==> config.mk <==
export PLATFORM = sky130hd
export DESIGN_NAME = ili9341_frame_scheduler_flat
export DESIGN_NICKNAME = d
export VERILOG_FILES = /design/src/rtl/ili9341_frame_scheduler_if.sv /design/src/rtl/ili9341_frame_scheduler.sv /design/src/flat_wrapper.sv
export SDC_FILE = /design/constraint.sdc
export NUM_CORES = 1
export LEC_CHECK = 0
export ABC_CLOCK_PERIOD_IN_PS = 6300
export CAP_MARGIN = 10
export CORE_AREA = 2 2 88 90
export DETAILED_ROUTE_END_ITERATION = 10
export DIE_AREA = 0 0 90 92
export PLACE_DENSITY_LB_ADDON = 0.1
export SLEW_MARGIN = 10
export SYNTH_ARGS = -nofsm -noshare
export SYNTH_HDL_FRONTEND = slang
export SYNTH_SLANG_ARGS = --single-unit
export TNS_END_PERCENT = 5
==> constraint.sdc <==
create_clock -name clk -period 6.3 [get_ports clk]
set_input_delay 1.89 -clock clk [delete_from_list [all_inputs] [get_ports clk]]
set_output_delay 1.89 -clock clk [all_outputs]
set_load 0.02 [all_outputs]
==> src/rtl/ili9341_frame_scheduler_if.sv <==
// Bundle between the frame scheduler and its requesters/display controller.
//
// Handshake semantics: req bits are level requests that stay pending until
// the scheduler grants them, and the scheduler only grants from IDLE.
// pixel_ready is a single-cycle strobe from the controller meaning "consume
// the pixel on pixel_data now". It is not a held valid/ready pair, so each
// high cycle counts as exactly one transfer. grant/frame_start/frame_done are
// single-cycle pulses. busy is a level signal that covers the streaming phase.
interface ili9341_frame_scheduler_if #(
   parameter int PIXEL_SIZE = 16,
   parameter int N_REQ      = 5
);
   localparam int ID_W = (N_REQ > 1) ? $clog2(N_REQ) : 1;

   logic [N_REQ-1:0]            req;
   logic [N_REQ*PIXEL_SIZE-1:0] req_color;
   logic                        pixel_ready;
   logic [PIXEL_SIZE-1:0]       pixel_data;
   logic [N_REQ-1:0]            grant;
   logic [ID_W-1:0]             active_id;
   logic                        busy;
   logic                        frame_start;
   logic                        frame_done;

   // Requester / controller side
   modport master (
      output req, req_color, pixel_ready,
      input  pixel_data, grant, active_id, busy, frame_start, frame_done
   );

   // Scheduler side
   modport slave (
      input  req, req_color, pixel_ready,
      output pixel_data, grant, active_id, busy, frame_start, frame_done
   );
endinterface

==> src/rtl/ili9341_frame_scheduler.sv <==
// Round-robin frame scheduler: it picks one requester and streams a
// full frame of that requester's colour, one pixel per pixel_ready strobe.
// All outputs come straight from flops, so no input reaches an output
// combinationally.
module ili9341_frame_scheduler #(
   parameter int RESOLUTION = 320*240,
   parameter int PIXEL_SIZE = 16,
   parameter int N_REQ      = 5
) (
   input  logic                         clk,
   input  logic                         rst,
   ili9341_frame_scheduler_if.slave     bus,
   output logic [1:0]                   state_dbg
);
   localparam int ID_W  = (N_REQ > 1) ? $clog2(N_REQ) : 1;
   localparam int CNT_W = (RESOLUTION > 1) ? $clog2(RESOLUTION) : 1;
   localparam logic [CNT_W-1:0] LAST_PIX = CNT_W'(RESOLUTION - 1);
   localparam logic [ID_W-1:0]  LAST_ID  = ID_W'(N_REQ - 1);

   typedef enum logic [1:0] {
      IDLE   = 2'd0,
      STREAM = 2'd1,
      DONE   = 2'd2
   } state_t;

   state_t                state_q, state_d;
   logic [ID_W-1:0]       ptr_q, ptr_d;
   logic [CNT_W-1:0]      cnt_q, cnt_d;
   logic [PIXEL_SIZE-1:0] pix_q, pix_d;
   logic [N_REQ-1:0]      grant_q, grant_d;
   logic [ID_W-1:0]       id_q, id_d;
   logic                  busy_q, busy_d;
   logic                  fs_q, fs_d;
   logic                  fd_q, fd_d;

   logic                  found;
   logic [ID_W-1:0]       win;
   int                    idx;

   // Rotating search: start at ptr, wrap modulo N_REQ, first set bit wins
   always_comb begin
      found = 1'b0;
      win   = '0;
      idx   = 0;
      for (int i = 0; i < N_REQ; i++) begin
         idx = int'(ptr_q) + i;
         if (idx >= N_REQ) idx = idx - N_REQ;
         if (!found && bus.req[idx]) begin
            found = 1'b1;
            win   = ID_W'(idx);
         end
      end
   end

   // Next-state and registered-output computation
   always_comb begin
      state_d = state_q;
      ptr_d   = ptr_q;
      cnt_d   = cnt_q;
      pix_d   = pix_q;
      grant_d = '0;
      id_d    = id_q;
      busy_d  = busy_q;
      fs_d    = 1'b0;
      fd_d    = 1'b0;
      case (state_q)
         IDLE: begin
            busy_d = 1'b0;
            if (found) begin
               // Colour is captured here so later req_color edits do not leak in
               state_d      = STREAM;
               grant_d[win] = 1'b1;
               fs_d         = 1'b1;
               id_d         = win;
               pix_d        = bus.req_color[win*PIXEL_SIZE +: PIXEL_SIZE];
               busy_d       = 1'b1;
               cnt_d        = '0;
               ptr_d        = (win == LAST_ID) ? '0 : win + ID_W'(1);
            end
         end
         STREAM: begin
            // The frame runs to completion even if the requester drops req
            if (bus.pixel_ready) begin
               if (cnt_q == LAST_PIX) begin
                  state_d = DONE;
                  cnt_d   = '0;
                  busy_d  = 1'b0;
                  fd_d    = 1'b1;
               end else begin
                  cnt_d = cnt_q + CNT_W'(1);
               end
            end
         end
         DONE: begin
            // One mandatory cycle here, then IDLE gives the gap between frames
            state_d = IDLE;
            busy_d  = 1'b0;
         end
         default: begin
            state_d = IDLE;
            busy_d  = 1'b0;
         end
      endcase
   end

   // State and output registers with synchronous reset
   always_ff @(posedge clk) begin
      if (rst) begin
         state_q <= IDLE;
         ptr_q   <= '0;
         cnt_q   <= '0;
         pix_q   <= '0;
         grant_q <= '0;
         id_q    <= '0;
         busy_q  <= 1'b0;
         fs_q    <= 1'b0;
         fd_q    <= 1'b0;
      end else begin
         state_q <= state_d;
         ptr_q   <= ptr_d;
         cnt_q   <= cnt_d;
         pix_q   <= pix_d;
         grant_q <= grant_d;
         id_q    <= id_d;
         busy_q  <= busy_d;
         fs_q    <= fs_d;
         fd_q    <= fd_d;
      end
   end

   assign bus.pixel_data  = pix_q;
   assign bus.grant       = grant_q;
   assign bus.active_id   = id_q;
   assign bus.busy        = busy_q;
   assign bus.frame_start = fs_q;
   assign bus.frame_done  = fd_q;
   assign state_dbg       = state_q;
endmodule

==> src/flat_wrapper.sv <==
// flat-port wrapper written by rule: the top's interface ports become plain ports
module ili9341_frame_scheduler_flat 
#(
   parameter int RESOLUTION = 320*240,
   parameter int PIXEL_SIZE = 16,
   parameter int N_REQ      = 5
)
  (clk, rst, state_dbg, bus_req, bus_req_color, bus_pixel_ready, bus_pixel_data, bus_grant, bus_active_id, bus_busy, bus_frame_start, bus_frame_done);
  ili9341_frame_scheduler_if #(.PIXEL_SIZE(PIXEL_SIZE), .N_REQ(N_REQ)) bus_i ();
  input  logic clk;
  input  logic rst;
  output logic [1:0] state_dbg;
  input wire logic [$bits(bus_i.req)-1:0] bus_req;
  input wire logic [$bits(bus_i.req_color)-1:0] bus_req_color;
  input wire logic [$bits(bus_i.pixel_ready)-1:0] bus_pixel_ready;
  output wire logic [$bits(bus_i.pixel_data)-1:0] bus_pixel_data;
  output wire logic [$bits(bus_i.grant)-1:0] bus_grant;
  output wire logic [$bits(bus_i.active_id)-1:0] bus_active_id;
  output wire logic [$bits(bus_i.busy)-1:0] bus_busy;
  output wire logic [$bits(bus_i.frame_start)-1:0] bus_frame_start;
  output wire logic [$bits(bus_i.frame_done)-1:0] bus_frame_done;
  assign bus_i.req = bus_req;
  assign bus_i.req_color = bus_req_color;
  assign bus_i.pixel_ready = bus_pixel_ready;
  assign bus_pixel_data = bus_i.pixel_data;
  assign bus_grant = bus_i.grant;
  assign bus_active_id = bus_i.active_id;
  assign bus_busy = bus_i.busy;
  assign bus_frame_start = bus_i.frame_start;
  assign bus_frame_done = bus_i.frame_done;
  ili9341_frame_scheduler #(.RESOLUTION(RESOLUTION), .PIXEL_SIZE(PIXEL_SIZE), .N_REQ(N_REQ)) u_core (.clk(clk), .rst(rst), .bus(bus_i), .state_dbg(state_dbg));
endmodule
### Yosys cells after proc, flatten, opt, wreduce, memory -nomap -nowiden

Cells that the tools add are included.

* logic and storage cells: 107
* input port bits: 88
* register bits: 49
* output and inout port bits: 29

* equal/unequal tests: 6
* multiplexer cells: 46
* shifts and indexed selects: 1
* magnitude comparators: 12
* reductions and logical operators: 18
* add/subtract/negate cells: 11
* bitwise operators: 4

Operator list (number)
* $lt 32x5->1 const B: 5
* $mux 32: 5
* $ge 32x4->1 const B: 4
* $sub 32x4->32 const B: 4
* $shiftx 80x8->16: 1
* $mux 17: 3
* $pmux 17 s2: 1
* $mux 1: 20
* $mux 3: 6
* $add 17x1->17 const B: 1
* $eq 17x17->1 const B: 1
* $bmux 1 s3: 5
* $add 3x2->4 const B: 2
* $mux 2: 3
* $reduce_and 3->1: 2
* $reduce_or 3->1: 2
* $logic_and 1x1->1: 5
* $add 3x1->4 const B: 1
* $add 3x3->4 const B: 1
* $logic_not 1->1: 4
* $lt 3x4->1 const B: 1
* $ne 2x1->1 const B: 2
* $not 1->1: 4
* $pmux 2 s2: 1
* 13 further kinds: 14

### Logic depth before layout (Yosys ltp)

* word-level depth: 22
* depth in mapped cells: 17
* gate-level depth less buffers: 14

### Least setup slack after synthesis

OpenSTA, ideal clock, no wires.

* path type: input -> register
* from: input port bus_req[3]
* to: register u_core.pix_q[10], in the netlist u_core.bus.pixel_data[10]
* cell stages on the path: 11
* arrival: 4168 ps
* required time: 6180 ps
* setup slack: 2012 ps
* library setup time: 120 ps
* cell sequence: mux2_2 mux4_2 a21oi_1 nand4_2 a221o_1 o21a_1 buf_6 buf_12 mux2_1 o211ai_1 a21oi_1

* word-level cells in the longest chain between the ends: 17
* elaborated cells between the ends (all ways): 35

RTL lines
* from (decl): line flat_wrapper.sv:13 `input wire logic [$bits(bus_i.req)-1:0] bus_req;`
* $bmux 1 s3: line ili9341_frame_scheduler.sv:48 `if (!found && bus.req[idx]) begin`
* $mux 1 (implied by the code) (2 in a row): line ili9341_frame_scheduler.sv:48
* $mux 1: line ili9341_frame_scheduler.sv:48
* $logic_not 1->1: line ili9341_frame_scheduler.sv:48
* $logic_and 1x1->1: line ili9341_frame_scheduler.sv:48
* $mux 1: line ili9341_frame_scheduler.sv:48
* $logic_not 1->1: line ili9341_frame_scheduler.sv:48
* $logic_and 1x1->1: line ili9341_frame_scheduler.sv:48
* $mux 1: line ili9341_frame_scheduler.sv:48
* $logic_not 1->1: line ili9341_frame_scheduler.sv:48
* $logic_and 1x1->1: line ili9341_frame_scheduler.sv:48
* $mux 1: line ili9341_frame_scheduler.sv:48
* $logic_not 1->1: line ili9341_frame_scheduler.sv:48
* $logic_and 1x1->1: line ili9341_frame_scheduler.sv:48
* $mux 3 or $mux 1 (tied branches): line ili9341_frame_scheduler.sv:48
* $shiftx 80x8->16 or $reduce_and 2->1 (tied branches)
* to (signal assigned): line ili9341_frame_scheduler.sv:122 `pix_q <= pix_d;`
* to (decl): line ili9341_frame_scheduler.sv:29 `logic [PIXEL_SIZE-1:0] pix_q, pix_d;`

Parallel ways exist; a longest one is shown, timed or not. The select of a mux whose other input is x is not followed.
A chain may end at the register's enable or synchronous reset.

### Worst setup path in the final report

* from: input port bus_req[2]
* to: register u_core.pix_q[15], in the netlist u_core.bus.pixel_data[15]

Same word-level chain as after synthesis.

==> flow_metrics.env <==
export IMPL_outcome="finished clean"
export IMPL_io_pin_count=117
export IMPL_die_height_um=92
export IMPL_critPathLaunch="bus_req[2]"
export IMPL_dpl_hpwl_mm=7.695
export IMPL_grt_overflow=0
export IMPL_period_needed_ns=5.329
export IMPL_syn_instance_count=454
export IMPL_required_ns=6.46
export IMPL_arrival_ns=5.49
export IMPL_wl_per_cell_um=15.53
export IMPL_drv_slew=0
export IMPL_antenna_found_initial=0
export IMPL_synthArstFlopShare_pct=0
export IMPL_grtUsageMet1_pct=31.87
export IMPL_grt_util_met3_pct=6.327
export IMPL_vias=3740
export IMPL_power_density_nw_per_um2=603.1
export IMPL_insertedDiodeCount=0
export IMPL_nets=658
export IMPL_cts_resized_gates=0
export IMPL_grt_use_met2_pct=41.29
export IMPL_skew_ns=0.01017
export IMPL_cts_max_path_buffers=2
export IMPL_worst_slack_ns=0.9710
export IMPL_drc=0
export IMPL_syn_area_per_cell_um2=8.105
export IMPL_clock_sinks=49
export IMPL_worstSetupEndpointType="register"
export IMPL_min_path_type="register to register"
export IMPL_initial_utilization_pct=49.41
export IMPL_place_ws_ns=0.6496
export IMPL_min_period_over_period_pct=84.59
export IMPL_num_rows=32
export IMPL_place_port_buffers=116
export IMPL_layout_drive_gt1_share_pct=7.143
export IMPL_setup_tns_ns=0
export IMPL_synth_fp_nets=553
export IMPL_synth_edff_count=0
export IMPL_syn2layout_area_growth_pct=35.06
export IMPL_cts_root_buf="clkbuf_8"
export IMPL_vias_per_cell=5.650
export IMPL_startpoint_type="input port"
export IMPL_yosys_area_top_type="dfxtp_1"
export IMPL_synth_ff_type="dfxtp_1"
export IMPL_totalPowerFinal_mw=2.997
export IMPL_grt_max_degree=37
export IMPL_synth_top_area_share_pct=26.66
export IMPL_dpl_instance_area_um2=4857
export IMPL_synth_cell_area_um2=3680
export IMPL_min_from="u_core.bus.active_id[0]$_SDFFE_PP0P_"
export IMPL_vdd_ir_drop_max_mv=0.5641
export IMPL_r2r_start="u_core.ptr_q[2]$_SDFFE_PP0P_"
export IMPL_dr_first_iter_drc_count=128
export IMPL_grt_pass1_vias=3674
export IMPL_critPathMaxFanout=20
export IMPL_crit_type="input port to register"
export IMPL_core_area_um2=7447
export IMPL_synth_cell_types=65
export IMPL_cts_tree="built"
export IMPL_die_area_um2=8280
export IMPL_final_core_util_pct=66.73
export IMPL_grt_pass1_wl_mm=16.99
export IMPL_htree_levels=2
export IMPL_synth_seq_cells=49
export IMPL_slew_headroom_pct=36.40
export IMPL_cts_inserted_buffers=5
export IMPL_routed_wl_mm=10.28
export IMPL_fin_area_um2=4970
export IMPL_rsz0062_at_grt="no"
export IMPL_globalRoute_busiestLayer="met2"
export IMPL_power_static_leakage_nw=1.817
export IMPL_firstDrtPassIters=4
export IMPL_insertion_delay_ns=0.30
export IMPL_die_w_um=90
export IMPL_drv_cap=0
export IMPL_setup_viol=0
export IMPL_clk_pin_slew_ns=0.09
export IMPL_post_cts_buffers=0
export IMPL_cts_hold_buffers=0
export IMPL_worst_slew_pin_slew_ns=0.9539
export IMPL_max_freq_mhz=187.7
export IMPL_grt_use_total_pct=24.63
export IMPL_synth_seq_area_share_pct=26.66
export IMPL_ys_warn_count=0
export IMPL_place_congestion=0.9076
export IMPL_antenna_left=0
export IMPL_hold_viol_final=0
export IMPL_netlist_top_cells_area="dfxtp_1, nor2_1, mux2i_1"
[per-stage QoR]
| stage | hold WS, ns | instances |
|---|---|---|
| 2_1_floorplan | 0.4492 | 454 |
| 3_3_place_gp | 0.4432 | 654 |
| 3_5_place_dp | 0.4496 | 654 |
| 4_1_cts | 0.4625 | 662 |
| 5_1_grt | 0.4886 | 662 |
| 6_report | 0.4590 | 662 |
[final cells by class]
cell class	count	area (um^2)
multi-input cells	367	2482
fillers	654	2477
repair buffers	124	1221
flip-flops and latches	49	980.9
well taps	102	127.6
clock buffers	5	68.82
inverters	12	45.04
clock inverters	3	43.79
[where the power goes]
part	switching, mW	internal (mW)	leakage (nW)
combinational	1.34	0.977	1.36
clock	0.109	0.119	0.0585
sequential	0.0548	0.394	0.402
[layer usage]
metal  wire [um]  share of wire, %  vias up
met5           0                 0        -
met4         124               1.2        0
met3         820               8.0       14
met2        4881                47      146
met1        4453                43     1723
li1            -                 -     1857
[cells in the mapped netlist (3+ instances only)]
cell	n
buf_6	4
o21bai_1	3
nand4_1	4
nand3_1	15
o21a_1	4
nor2b_1	5
mux2_2	12
nor4_1	5
o221ai_1	3
xnor2_1	13
buf_2	7
and2_1	4
nor3b_1	4
nor2_1	69
or4_1	3
a21oi_1	38
o21ai_0	9
inv_1	12
nor3_1	17
o211ai_1	19
clkbuf_1	11
nand2b_1	5
mux2i_1	21
mux2_1	7
ha_1	10
o31ai_1	4
or3_1	20
and3_1	3
xor2_1	5
a21o_1	4
dfxtp_1	49
nand2_1	22
[worst paths after layout]
check,endpoint,slack (ns),cells after the start
worst min-delay path,u_core.bus.active_id[0]$_SDFFE_PP0P_,0.46,2
worst min register to register,u_core.bus.active_id[0]$_SDFFE_PP0P_,0.46,2
worst max-delay path,u_core.bus.pixel_data[15]$_SDFFE_PP0P_,0.97,9
worst max register to register,u_core.bus.pixel_data[0]$_SDFFE_PP0P_,1.52,12
[state kept, by name, summed over array words and instances, names as in the netlist]
signal and count:
u_core.state_dbg 2, u_core.cnt_q 17, u_core.bus.active_id 3, u_core.bus.frame_done 1, u_core.bus.grant 5, u_core.bus.frame_start 1
u_core.ptr_q 3, u_core.bus.busy 1, u_core.bus.pixel_data 16
[logic make-up after synthesis]
kind of cell               Yosys count  share of synthesized area [%]
AOI/OAI and AO/OA                  104                          19.01
adders and majority gates           11                          3.944
DFF                                 49                          26.66
buffers and inverters               38                          6.018
xor gates and xnor gates            18                          4.284
and+or+nand+nor                    191                          26.93
muxes                               43                          13.16
[layout by cell type, fill, tap and decap left out, drive strengths merged, types with 4 or more instances in the layout]
cell / netlist / final
mux2i: 21 / 21
o211ai: 19 / 19
clkdlybuf4s50: 0 / 116
nor2: 69 / 69
o21ai: 9 / 9
nand2: 22 / 22
nor3: 17 / 17
clkbuf: 11 / 5
and2: 4 / 4
xnor2: 13 / 13
ha: 10 / 10
inv: 12 / 13
nor2b: 6 / 6
buf: 15 / 8
nor4: 5 / 5
or3: 20 / 20
nand2b: 5 / 5
o21a: 4 / 4
dfxtp: 49 / 49
nand4: 5 / 5
a21o: 4 / 4
o31ai: 4 / 4
xor2: 5 / 5
mux2: 20 / 20
a21oi: 38 / 38
nand3: 15 / 15
nor3b: 6 / 6
[worst max-delay path, stage by stage]
cell,delay [ns]
clkdlybuf4s50_1,0.57
mux2_4,0.33
mux4_2,0.49
a21o_1,0.25
or3_1,0.34
nor3b_1,0.22
a211o_1,0.51
nor3b_4,0.73
a21oi_1,0.15
No activity file was read; power rests on OpenSTA's default activity.
